**src/rtl/dec_serializer_mc.sv**
```systemverilog
// Multi-channel frame serializer: captures N_CH words on each valid_strobe rising edge into a
// holding buffer and shifts them out with a divided bit clock and a frame-sync line.
module dec_serializer_mc #(
    parameter int unsigned DATA_W      = 22,
    parameter int unsigned N_CH        = 2,
    parameter int unsigned DIV_W       = 4,
    parameter int unsigned SYNC_STAGES = 3
) (
    input  logic                   clk,
    input  logic                   rst_b,
    input  logic                   valid_strobe,
    input  logic [N_CH*DATA_W-1:0] data_i,
    input  logic                   msb_first,
    input  logic [DIV_W-1:0]       clk_div,
    input  logic                   ovr_clr,
    output logic                   sclk_o,
    output logic                   data_o,
    output logic                   frame_sync,
    output logic                   overrun
);

    localparam int unsigned Total = N_CH * DATA_W;
    localparam int unsigned CntW  = $clog2(Total);
    localparam int unsigned ChW   = (N_CH > 1) ? $clog2(N_CH) : 1;
    localparam int unsigned WbW   = $clog2(DATA_W);

    typedef enum logic [0:0] {StIdle, StShift} state_e;

    state_e                 state_q, state_d;
    logic [SYNC_STAGES-1:0] sync_q;
    logic [Total-1:0]       hold_q, hold_d;
    logic [Total-1:0]       shift_q, shift_d;
    logic                   hold_full_q, hold_full_d;
    logic                   msb_q, msb_d;
    logic [DIV_W-1:0]       div_q, div_d;
    logic [DIV_W-1:0]       ph_q, ph_d;
    logic [CntW-1:0]        bit_cnt_q, bit_cnt_d;
    logic [ChW-1:0]         ch_q, ch_d;
    logic [WbW-1:0]         wb_q, wb_d;
    logic                   ovr_q, ovr_d;

    logic             load_pulse;
    logic             consume;
    logic [DIV_W-1:0] eff_div;
    logic [WbW-1:0]   word_pos;
    logic [CntW-1:0]  bit_idx;

    assign load_pulse = sync_q[SYNC_STAGES-2] & ~sync_q[SYNC_STAGES-1];
    assign eff_div    = (clk_div == '0) ? DIV_W'(1) : clk_div;

    // Channel-major bit selection; word direction follows the order latched at frame start.
    assign word_pos = msb_q ? (WbW'(DATA_W - 1) - wb_q) : wb_q;
    assign bit_idx  = CntW'(ch_q) * CntW'(DATA_W) + CntW'(word_pos);

    always_comb begin
        state_d     = state_q;
        shift_d     = shift_q;
        msb_d       = msb_q;
        div_d       = div_q;
        ph_d        = ph_q;
        bit_cnt_d   = bit_cnt_q;
        ch_d        = ch_q;
        wb_d        = wb_q;
        consume     = 1'b0;
        unique case (state_q)
            StIdle: begin
                if (hold_full_q) begin
                    consume   = 1'b1;
                    shift_d   = hold_q;
                    msb_d     = msb_first;
                    div_d     = eff_div;
                    bit_cnt_d = CntW'(Total - 1);
                    ch_d      = '0;
                    wb_d      = '0;
                    ph_d      = '0;
                    state_d   = StShift;
                end
            end
            StShift: begin
                if (ph_q == div_q) begin
                    ph_d = '0;
                    if (bit_cnt_q == '0) begin
                        state_d = StIdle;
                    end else begin
                        bit_cnt_d = bit_cnt_q - 1'b1;
                        if (wb_q == WbW'(DATA_W - 1)) begin
                            wb_d = '0;
                            ch_d = ch_q + 1'b1;
                        end else begin
                            wb_d = wb_q + 1'b1;
                        end
                    end
                end else begin
                    ph_d = ph_q + 1'b1;
                end
            end
            default: state_d = StIdle;
        endcase
    end

    // A capture coinciding with consumption refills the buffer without counting as a loss.
    always_comb begin
        hold_d      = hold_q;
        hold_full_d = hold_full_q;
        ovr_d       = ovr_q;
        if (load_pulse) begin
            hold_d      = data_i;
            hold_full_d = 1'b1;
        end else if (consume) begin
            hold_full_d = 1'b0;
        end
        if (load_pulse && hold_full_q && !consume) begin
            ovr_d = 1'b1;
        end else if (ovr_clr) begin
            ovr_d = 1'b0;
        end
    end

    always_ff @(posedge clk or negedge rst_b) begin
        if (!rst_b) begin
            state_q     <= StIdle;
            sync_q      <= '0;
            hold_q      <= '0;
            shift_q     <= '0;
            hold_full_q <= 1'b0;
            msb_q       <= 1'b0;
            div_q       <= '0;
            ph_q        <= '0;
            bit_cnt_q   <= '0;
            ch_q        <= '0;
            wb_q        <= '0;
            ovr_q       <= 1'b0;
        end else begin
            state_q     <= state_d;
            sync_q      <= {sync_q[SYNC_STAGES-2:0], valid_strobe};
            hold_q      <= hold_d;
            shift_q     <= shift_d;
            hold_full_q <= hold_full_d;
            msb_q       <= msb_d;
            div_q       <= div_d;
            ph_q        <= ph_d;
            bit_cnt_q   <= bit_cnt_d;
            ch_q        <= ch_d;
            wb_q        <= wb_d;
            ovr_q       <= ovr_d;
        end
    end

    assign frame_sync = (state_q == StShift);
    assign sclk_o     = frame_sync & (ph_q > (div_q >> 1));
    assign data_o     = frame_sync & shift_q[bit_idx];
    assign overrun    = ovr_q;

endmodule

```
**config.mk**
```make
export PLATFORM = sky130hd
export DESIGN_NAME = dec_serializer_mc
export DESIGN_NICKNAME = d
export VERILOG_FILES = /design/src/rtl/dec_serializer_mc.sv
export SDC_FILE = /design/constraint.sdc
export NUM_CORES = 1
export LEC_CHECK = 0
export CORE_MARGIN = 3
export CORE_UTILIZATION = 30
export CTS_CLUSTER_DIAMETER = 200
export DETAILED_ROUTE_END_ITERATION = 10
export PLACE_DENSITY = 0.46
export SLEW_MARGIN = 20
export SYNTH_ARGS = -nofsm -noshare
export SYNTH_HDL_FRONTEND = slang
export SYNTH_SLANG_ARGS = --single-unit
```
**constraint.sdc**
```tcl
create_clock -name clk -period 4.2 [get_ports clk]
set_input_delay 0.84 -clock clk [delete_from_list [all_inputs] [get_ports clk]]
set_output_delay 0.84 -clock clk [all_outputs]
set_load 0.03 [all_outputs]
```
==> flow_metrics.env, run 1 <==
export IMPL_outcome="finished, final reports clean"
export IMPL_cp_slowest_cell="fa_2"
export IMPL_powerDensity_nw_per_um2=546.0
export IMPL_p_leak_uw=0.003064
export IMPL_finalClockSkew_ns=0.008686
export IMPL_finalPower_uw=3656
export IMPL_num_vias=3643
export IMPL_syn_inst=488
export IMPL_syn_avg_cell_area_um2=10.75
export IMPL_timing_rr_start="frame_sync$_DFF_PN0_"
export IMPL_gp_congestion=0.7926
export IMPL_yosysUniqueCellTypes=48
export IMPL_hold_path_class="reg2reg"
export IMPL_dp_hpwl_um=7710
export IMPL_cp_cell_sequence="inv_1 -> ha_1 -> mux2_4 -> fa_2 -> mux4_2 -> mux2i_2 -> a2bb2oi_2 -> a41o_1 -> buf_4"
export IMPL_start_util=0.3109
export IMPL_synth_warning_count=0
export IMPL_antenna_found_initial=0
export IMPL_final_nets=619
export IMPL_worstPathBufferInverterCount=2
export IMPL_yosys_top_cells_count="161 x nand2_1, 115 x dfrtp_1, 47 x mux2_2"
export IMPL_fp_dieH_um=138.3
export IMPL_layout_setup_ws_ns=0.1192
export IMPL_grt_overflow=0
export IMPL_port_buffers=56
export IMPL_hold_start="sync_q[0]$_DFF_PN0_"
export IMPL_cp_start_kind="flip-flop"
export IMPL_grt_max_degree=67
export IMPL_drc=0
export IMPL_grt_pass1_wl_um=19470
export IMPL_area_growth_pct=27.61
export IMPL_final_antenna_net_count=0
export IMPL_wire_per_inst_um=14.39
export IMPL_core_um2=16880
export IMPL_cts_root_buf="clkbuf_16"
export IMPL_worst_pin_slew_ns=0.8433
export IMPL_whs_path_depth=0
export IMPL_yosysMostFrequentCell="nand2_1"
export IMPL_utilization=0.3968
export IMPL_hold_worst_slack_ns=0.3451
export IMPL_pre_cts_ws_ns=0.2908
export IMPL_syn_num_nets=554
export IMPL_ys_async_sr_fraction=1.000
export IMPL_fp_row_count=47
export IMPL_hold_end="sync_q[1]$_DFF_PN0_"
export IMPL_cts_htree_levels=4
export IMPL_viasPerCell=4.635
export IMPL_synth_top_cell_by_area="dfrtp_1"
export IMPL_cts_buffers=17
export IMPL_clk_latency_ns=0.41
export IMPL_dieArea_um2=19110
export IMPL_synth_area_leaders="dfrtp_1 55%, nand2_1 12%, mux2_2 10%"
export IMPL_cts_tree="built"
export IMPL_worstSetupPathType="reg2out"
export IMPL_synth_flop_cell="dfrtp_1"
export IMPL_fin_crit_ns=4.081
export IMPL_fp_dieW_um=138.3
export IMPL_grt_usage=0.1265
export IMPL_reg2reg_to="wb_q[4]$_DFFE_PN0P_"
export IMPL_ff2ff_setup_slack_ns=1.86
export IMPL_r2r_cells=5
export IMPL_irDropWorstVdd_mv=0.2857
export IMPL_syn_cell_area_um2=5248
export IMPL_slowest_delay_ns=0.64
export IMPL_drt_iter0_drc=131
export IMPL_diodes=0
export IMPL_slew_viol_final=0
export IMPL_instances_no_fill=786
export IMPL_hold_viol=0
export IMPL_cts_sinks=115
export IMPL_cts_buffer_depth=2
export IMPL_cp_data_required_time_ns=3.36
export IMPL_crit_family="multiplexers"
export IMPL_synth_edff_count=0
export IMPL_first_pass_iters=4
export IMPL_place_inst=747
export IMPL_drive_gt1_frac=0.1996
export IMPL_path_max_fanout=6
export IMPL_pin_count=57
export IMPL_setup_violations=0
export IMPL_grt_pass1_vias=3845
export IMPL_finalCritPeriodShare=0.9716
export IMPL_ys_ff_latch=115
export IMPL_timing_slew_headroom=0.4378
export IMPL_fmax_ghz=0.2450
export IMPL_cts_hold_buf=0
export IMPL_ys_seq_area_frac=0.5484
export IMPL_routed_wl_um=11310
export IMPL_cts_reportedPaths_clkPinSlew_ns=0.06
export IMPL_cp_data_arrival_time_ns=3.24
export IMPL_end_kind="output port"
export IMPL_netlist_area_leader_share=0.5484
export IMPL_cap_viol_max_count=0
-- layout by cell type, fill, tap and decap left out, types with 2 or more instances in the layout --
cell	instances
a21o_1	2
a21oi_1	5
a22oi_1	2
a31oi_1	4
buf_4	15
clkbuf_16	17
clkdlybuf4s50_1	54
clkinv_2	2
clkinvlp_4	6
dfrtp_1	113
dfrtp_2	2
ha_1	12
inv_1	11
inv_6	4
mux2_2	46
mux2i_1	8
mux4_2	7
nand2_1	161
nand2b_1	3
nand3_1	15
nand3b_1	2
nor2_1	10
nor2b_1	3
nor2b_4	2
nor3_1	2
nor3b_1	2
o21ai_0	16
o31ai_1	2
xor2_1	9
-- power breakdown --
| part | switching, uW | total [uW] | internal [uW] |
|---|---|---|---|
| Clock | 540 | 1370 | 832 |
| Sequential | 136 | 1410 | 1280 |
| Combinational | 420 | 873 | 453 |
| Total | 1100 | 3660 | 2560 |
-- registers in the layout, indices dropped and copies added (netlist names) --
signal and flops:
wb_q 5, overrun 1, ph_q 4, ch_q 1
msb_q 1, sync_q 3, bit_cnt_q 6, shift_q 44
div_q 4, frame_sync 1, hold_full_q 1, hold_q 44
-- cells by family (layout without fill, tap and decap cells) --
kind of cell             after synthesis  count (layout)  synth area share
adder cells (fa/ha/maj)               13              13           0.03243
XOR/XNOR                              13              13           0.02861
AND/OR/NAND/NOR                      207             207            0.1631
buffers and inverters                 35             113           0.02718
AO/OA/AOI/OAI                         42              42           0.05222
multiplexers                          63              63            0.1481
flip-flops                           115             115            0.5484
-- per-stage QoR --
step	area [um2]	TNS [ns]
global route	6696	-0.03228
floorplan	5248	0
finish	6696	0
CTS	6629	0
detailed placement	6057	0
global placement	6037	0
-- metal layers --
| metal | up-vias | global-route usage | part of all wire |
|---|---|---|---|
| met5 | - | 0 | 0 |
| met4 | 0 | 0.04940 | 0.019 |
| met3 | 16 | 0.03695 | 0.028 |
| met2 | 57 | 0.2038 | 0.48 |
| met1 | 1792 | 0.1614 | 0.48 |
| li1 | 1778 | - | - |
-- worst max-delay path by stage --
| stage | slack (ns) | cells after the start | to | startpoint |
|---|---|---|---|---|
| detailed placement | 0.29 | 9 | data_o | wb_q[1]$_DFFE_PN0P_ |
| CTS | 0.009 | 9 | data_o | wb_q[1]$_DFFE_PN0P_ |
| global route | -0.03 | 10 | data_o | wb_q[1]$_DFFE_PN0P_ |
| floorplan | 0.56 | 9 | data_o | wb_q[1]$_DFFE_PN0P_ |
| finish | 0.12 | 9 | data_o | wb_q[1]$_DFFE_PN0P_ |
| global placement | 0.39 | 9 | data_o | wb_q[1]$_DFFE_PN0P_ |
-- worst reg2reg max path: cells and delay by family, from the launching register on --
kind	cells	cell delay, ns
compound gates	2	0.75
flops	1	0.79
simple gates	3	0.71
-- repair_timing --
item / CTS / global route
resized for setup: 2 / 4
setup buffers: 0 / 7
endpoints found under the setup margin: 1 / 1
pin swaps: 1 / 2
-- cell type report --
class | instances | area, um2
fill | 1634 | 10180
tap | 220 | 275.3
clock buffer | 18 | 439.2
multi-input combinational | 338 | 2258
inverter | 11 | 41.29
sequential | 115 | 2880
clock inverter | 14 | 128.9
timing repair buffer | 70 | 673.1
Power figures use the tool's default switching activity.
==> run 2: changes to the inputs <==
--- a/config.mk
+++ b/config.mk
@@ -5,6 +5,7 @@
 export SDC_FILE = /design/constraint.sdc
 export NUM_CORES = 1
 export LEC_CHECK = 0
+export ABC_AREA = 1
 export CORE_MARGIN = 3
 export CORE_UTILIZATION = 30
 export CTS_CLUSTER_DIAMETER = 200
==> run 2 against run 1 <==
  * Highest routed layer unchanged
  * Clock skew up 0.0032 ns
  * Utilization decreased by 0.43 points
  * Largest cell class unchanged
  * First-iteration DRC count up 120%
==> flow_metrics.env, run 2 <==
export IMPL_yosysUniqueCellTypes=35
export IMPL_synth_area_leaders="dfrtp_1 54%, nand2_1 12%, o21ai_0 9.6%"
export IMPL_powerDensity_nw_per_um2=699.2
export IMPL_p_comb_frac=0.315
export IMPL_reg_top3="hold_q: 44 flops, shift_q: 44 flops, bit_cnt_q: 6 flops"
export IMPL_viasPerCell=4.525
export IMPL_worst_pin_slew_ns=0.8618
export IMPL_cts_buffers=17
export IMPL_grt_pass1_wl_um=20080
export IMPL_cts_htree_levels=4
export IMPL_cp_cell_sequence="inv_1 -> ha_1 -> nand2_1 -> o21ai_0 -> fa_2 -> inv_1 -> nand2_1 -> nor2_1 -> nor2_1 -> nor2_1 -> nor2_1 -> nor2_1 -> clkbuf_2"
export IMPL_yosysMostFrequentCell="nand2_1"
export IMPL_drive_gt1_frac=0.08651
export IMPL_regArea_um2=2878
export IMPL_irDropWorstVdd_mv=0.3474
export IMPL_slew_viol_final=0
export IMPL_hold_path_class="reg2reg"
export IMPL_synthMuxAreaShare=0
export IMPL_syn_cell_area_um2=5293
export IMPL_yosys_top_cells_count="172 x nand2_1, 115 x dfrtp_1, 101 x o21ai_0"
export IMPL_netlist_area_leader_share=0.5437
export IMPL_synth_edff_count=0
export IMPL_ys_ff_latch=115
export IMPL_setup_tns_ns=0
export IMPL_syn_avg_cell_area_um2=8.606
export IMPL_path_max_fanout=7
export IMPL_cap_viol_max_count=0
export IMPL_grt_overflow=0
export IMPL_drc=0
export IMPL_final_antenna_net_count=0
export IMPL_cp_data_required_time_ns=3.36
export IMPL_fp_dieH_um=138.8
export IMPL_yosys_area_share_simple=0.2121
export IMPL_synth_xor_area_share=0.01489
export IMPL_n_fill_cell=1718
export IMPL_syn_inst=615
export IMPL_clk_latency_ns=0.42
export IMPL_synth_top_family_by_area="simple AND/OR/NAND/NOR gates"
export IMPL_synth_flop_cell="dfrtp_1"
export IMPL_final_nets=735
export IMPL_outcome="finished, final reports clean"
export IMPL_synthAdderAreaFrac=0.03215
export IMPL_power_switching_uw=1666
export IMPL_p_leak_uw=0.003119
export IMPL_port_buffers=56
export IMPL_finalCritPeriodShare=0.9328
export IMPL_end_kind="output port"
export IMPL_pwr_share_seq=0.363
export IMPL_ys_seq_area_frac=0.5437
export IMPL_finalClockSkew_ns=0.01194
export IMPL_cts_root_buf="clkbuf_16"
export IMPL_stdcell_area_um2=6646
export IMPL_synth_compound_area_frac=0.1161
export IMPL_wire_per_inst_um=12.78
export IMPL_ys_async_sr_fraction=1.000
export IMPL_grt_max_degree=65
export IMPL_cts_tree="built"
export IMPL_cp_data_arrival_time_ns=3.08
export IMPL_hold_viol=0
export IMPL_gp_congestion=0.7386
export IMPL_cts_sinks=115
export IMPL_cts_buffer_depth=2
export IMPL_timing_slew_headroom=0.4241
export IMPL_antenna_found_initial=0
export IMPL_drt_iter0_drc=282
export IMPL_dpl_cell_area_um2=6035
export IMPL_dieArea_um2=19270
export IMPL_pin_count=57
export IMPL_start_util=0.3125
export IMPL_area_growth_pct=25.58
export IMPL_multi_input_area_um2=1996
export IMPL_mostFrequentLayoutCell="nand2_1"
export IMPL_num_vias=4082
export IMPL_grt_usage=0.1275
export IMPL_fp_row_count=47
export IMPL_routed_wl_um=11530
export IMPL_syn_num_nets=681
export IMPL_fmax_ghz=0.2552
export IMPL_fin_crit_ns=3.918
export IMPL_synth_top_cell_by_area="dfrtp_1"
export IMPL_cts_reportedPaths_clkPinSlew_ns=0.05
export IMPL_pwr_share_clk=0.322
export IMPL_cp_slowest_cell="fa_2"
export IMPL_synth_warning_count=0
export IMPL_first_pass_iters=6
export IMPL_setup_violations=0
export IMPL_core_um2=16940
export IMPL_worstSetupPathType="reg2out"
export IMPL_cts_setup_buffers=0
export IMPL_layout_common_cells="172 x nand2_1, 115 x dfrtp_1, 101 x o21ai_0, 67 x inv_1, 54 x clkdlybuf4s50_1"
export IMPL_internal_power_uw=2981
export IMPL_swShare=0.3585
export IMPL_cp_start_kind="flip-flop"
export IMPL_fp_dieW_um=138.8
export IMPL_grt_pass1_vias=4189
export IMPL_diodes=0
export IMPL_rsz0062_at_grt="no"
export IMPL_dp_hpwl_um=7817
export IMPL_path_common_cell="nor2_1"
export IMPL_slowest_delay_ns=0.59
[run 2: cell families after synthesis]
| kind of cell | after synthesis |
|---|---|
| DFF | 115 |
| adders and majority gates | 13 |
| AOI/OAI and AO/OA | 119 |
| and+or+nand+nor | 260 |
| xor gates and xnor gates | 9 |
| buffers and inverters | 99 |
[run 2: path summary, 6_finish.rpt]
kind | startpoint | to | slack (ns) | cells past startpoint
setup reg to reg | frame_sync$_DFF_PN0_ | shift_q[0]$_DFFE_PN0P_ | 2.29 | 6
hold reg to reg | sync_q[0]$_DFF_PN0_ | sync_q[1]$_DFF_PN0_ | 0.35 | 0
min in group asynchronous | rst_b | hold_full_q$_DFFE_PN0P_ | 0.47 | 1
hold / removal | sync_q[0]$_DFF_PN0_ | sync_q[1]$_DFF_PN0_ | 0.35 | 0
setup / recovery | wb_q[1]$_DFFE_PN0P_ | data_o | 0.28 | 13
max in group asynchronous | rst_b | sync_q[2]$_DFF_PN0_ | 2.94 | 2
[run 2: cell type report]
cell class                 instances  area share
clock buffer                      19     0.06664
clock inverter                    13     0.02579
sequential                       115      0.4330
tap                              220     0.04142
multi-input combinational        401      0.3003
inverter                          72     0.04104
timing repair buffer              62     0.09187
[run 2: repair_timing]
item                                    in CTS  in global routing
hold buffers                                 0                  0
pin swaps                                    0                  0
endpoints found under the setup margin       1                  1
resized for setup                            2                  2
[run 2: stage by stage]
stage / instances / setup WS [ns] / total power (uW) / util / hold WS, ns
2_1_floorplan: 615 / 1.005 / 2805 / - / 0.3312
3_3_place_gp: 870 / 0.3236 / 3160 / 0.3563 / 0.3342
3_5_place_dp: 870 / 0.1589 / 3198 / 0.3563 / 0.3362
4_1_cts: 902 / 0.009682 / 4720 / 0.3926 / 0.3484
5_1_grt: 902 / 0.06208 / 5029 / 0.3924 / 0.3613
6_report: 902 / 0.2821 / 4647 / 0.3924 / 0.3454
[run 2: layer usage]
| metal | wire [um] | global-route usage | share of wire |
|---|---|---|---|
| met5 | 0 | 0 | 0 |
| met3 | 386 | 0.04241 | 0.033 |
| met4 | 83 | 0.03347 | 0.0072 |
| met2 | 5443 | 0.2099 | 0.47 |
| met1 | 5611 | 0.1620 | 0.49 |
[run 2: power by group through the flow]
stage               Combinational [uW]  Sequential, uW  Clock (uW)
global placement                  1460            1700           0
finish                            1460            1690        1500
CTS                               1490            1690        1530
floorplan                         1170            1630           0
global route                      1700            1740        1590
detailed placement                1490            1710           0
[run 2: worst max-delay path: cells and delay by family, from the launching register on]
kind	cells	cell delay (ns)
adder cells (fa/ha/maj)	2	0.90
flip-flops	1	0.43
AND/OR/NAND/NOR	7	0.63
buffers and inverters	3	0.54
AO/OA/AOI/OAI	1	0.17
==> run 3: changes to the inputs <==
--- a/config.mk
+++ b/config.mk
@@ -11,7 +11,6 @@
 export CTS_CLUSTER_DIAMETER = 200
 export DETAILED_ROUTE_END_ITERATION = 10
 export PLACE_DENSITY = 0.46
-export SLEW_MARGIN = 20
 export SYNTH_ARGS = -nofsm -noshare
 export SYNTH_HDL_FRONTEND = slang
 export SYNTH_SLANG_ARGS = --single-unit
==> results of run 3 <==
No change in the layout: final DEF, timing and power equal those of run 2.
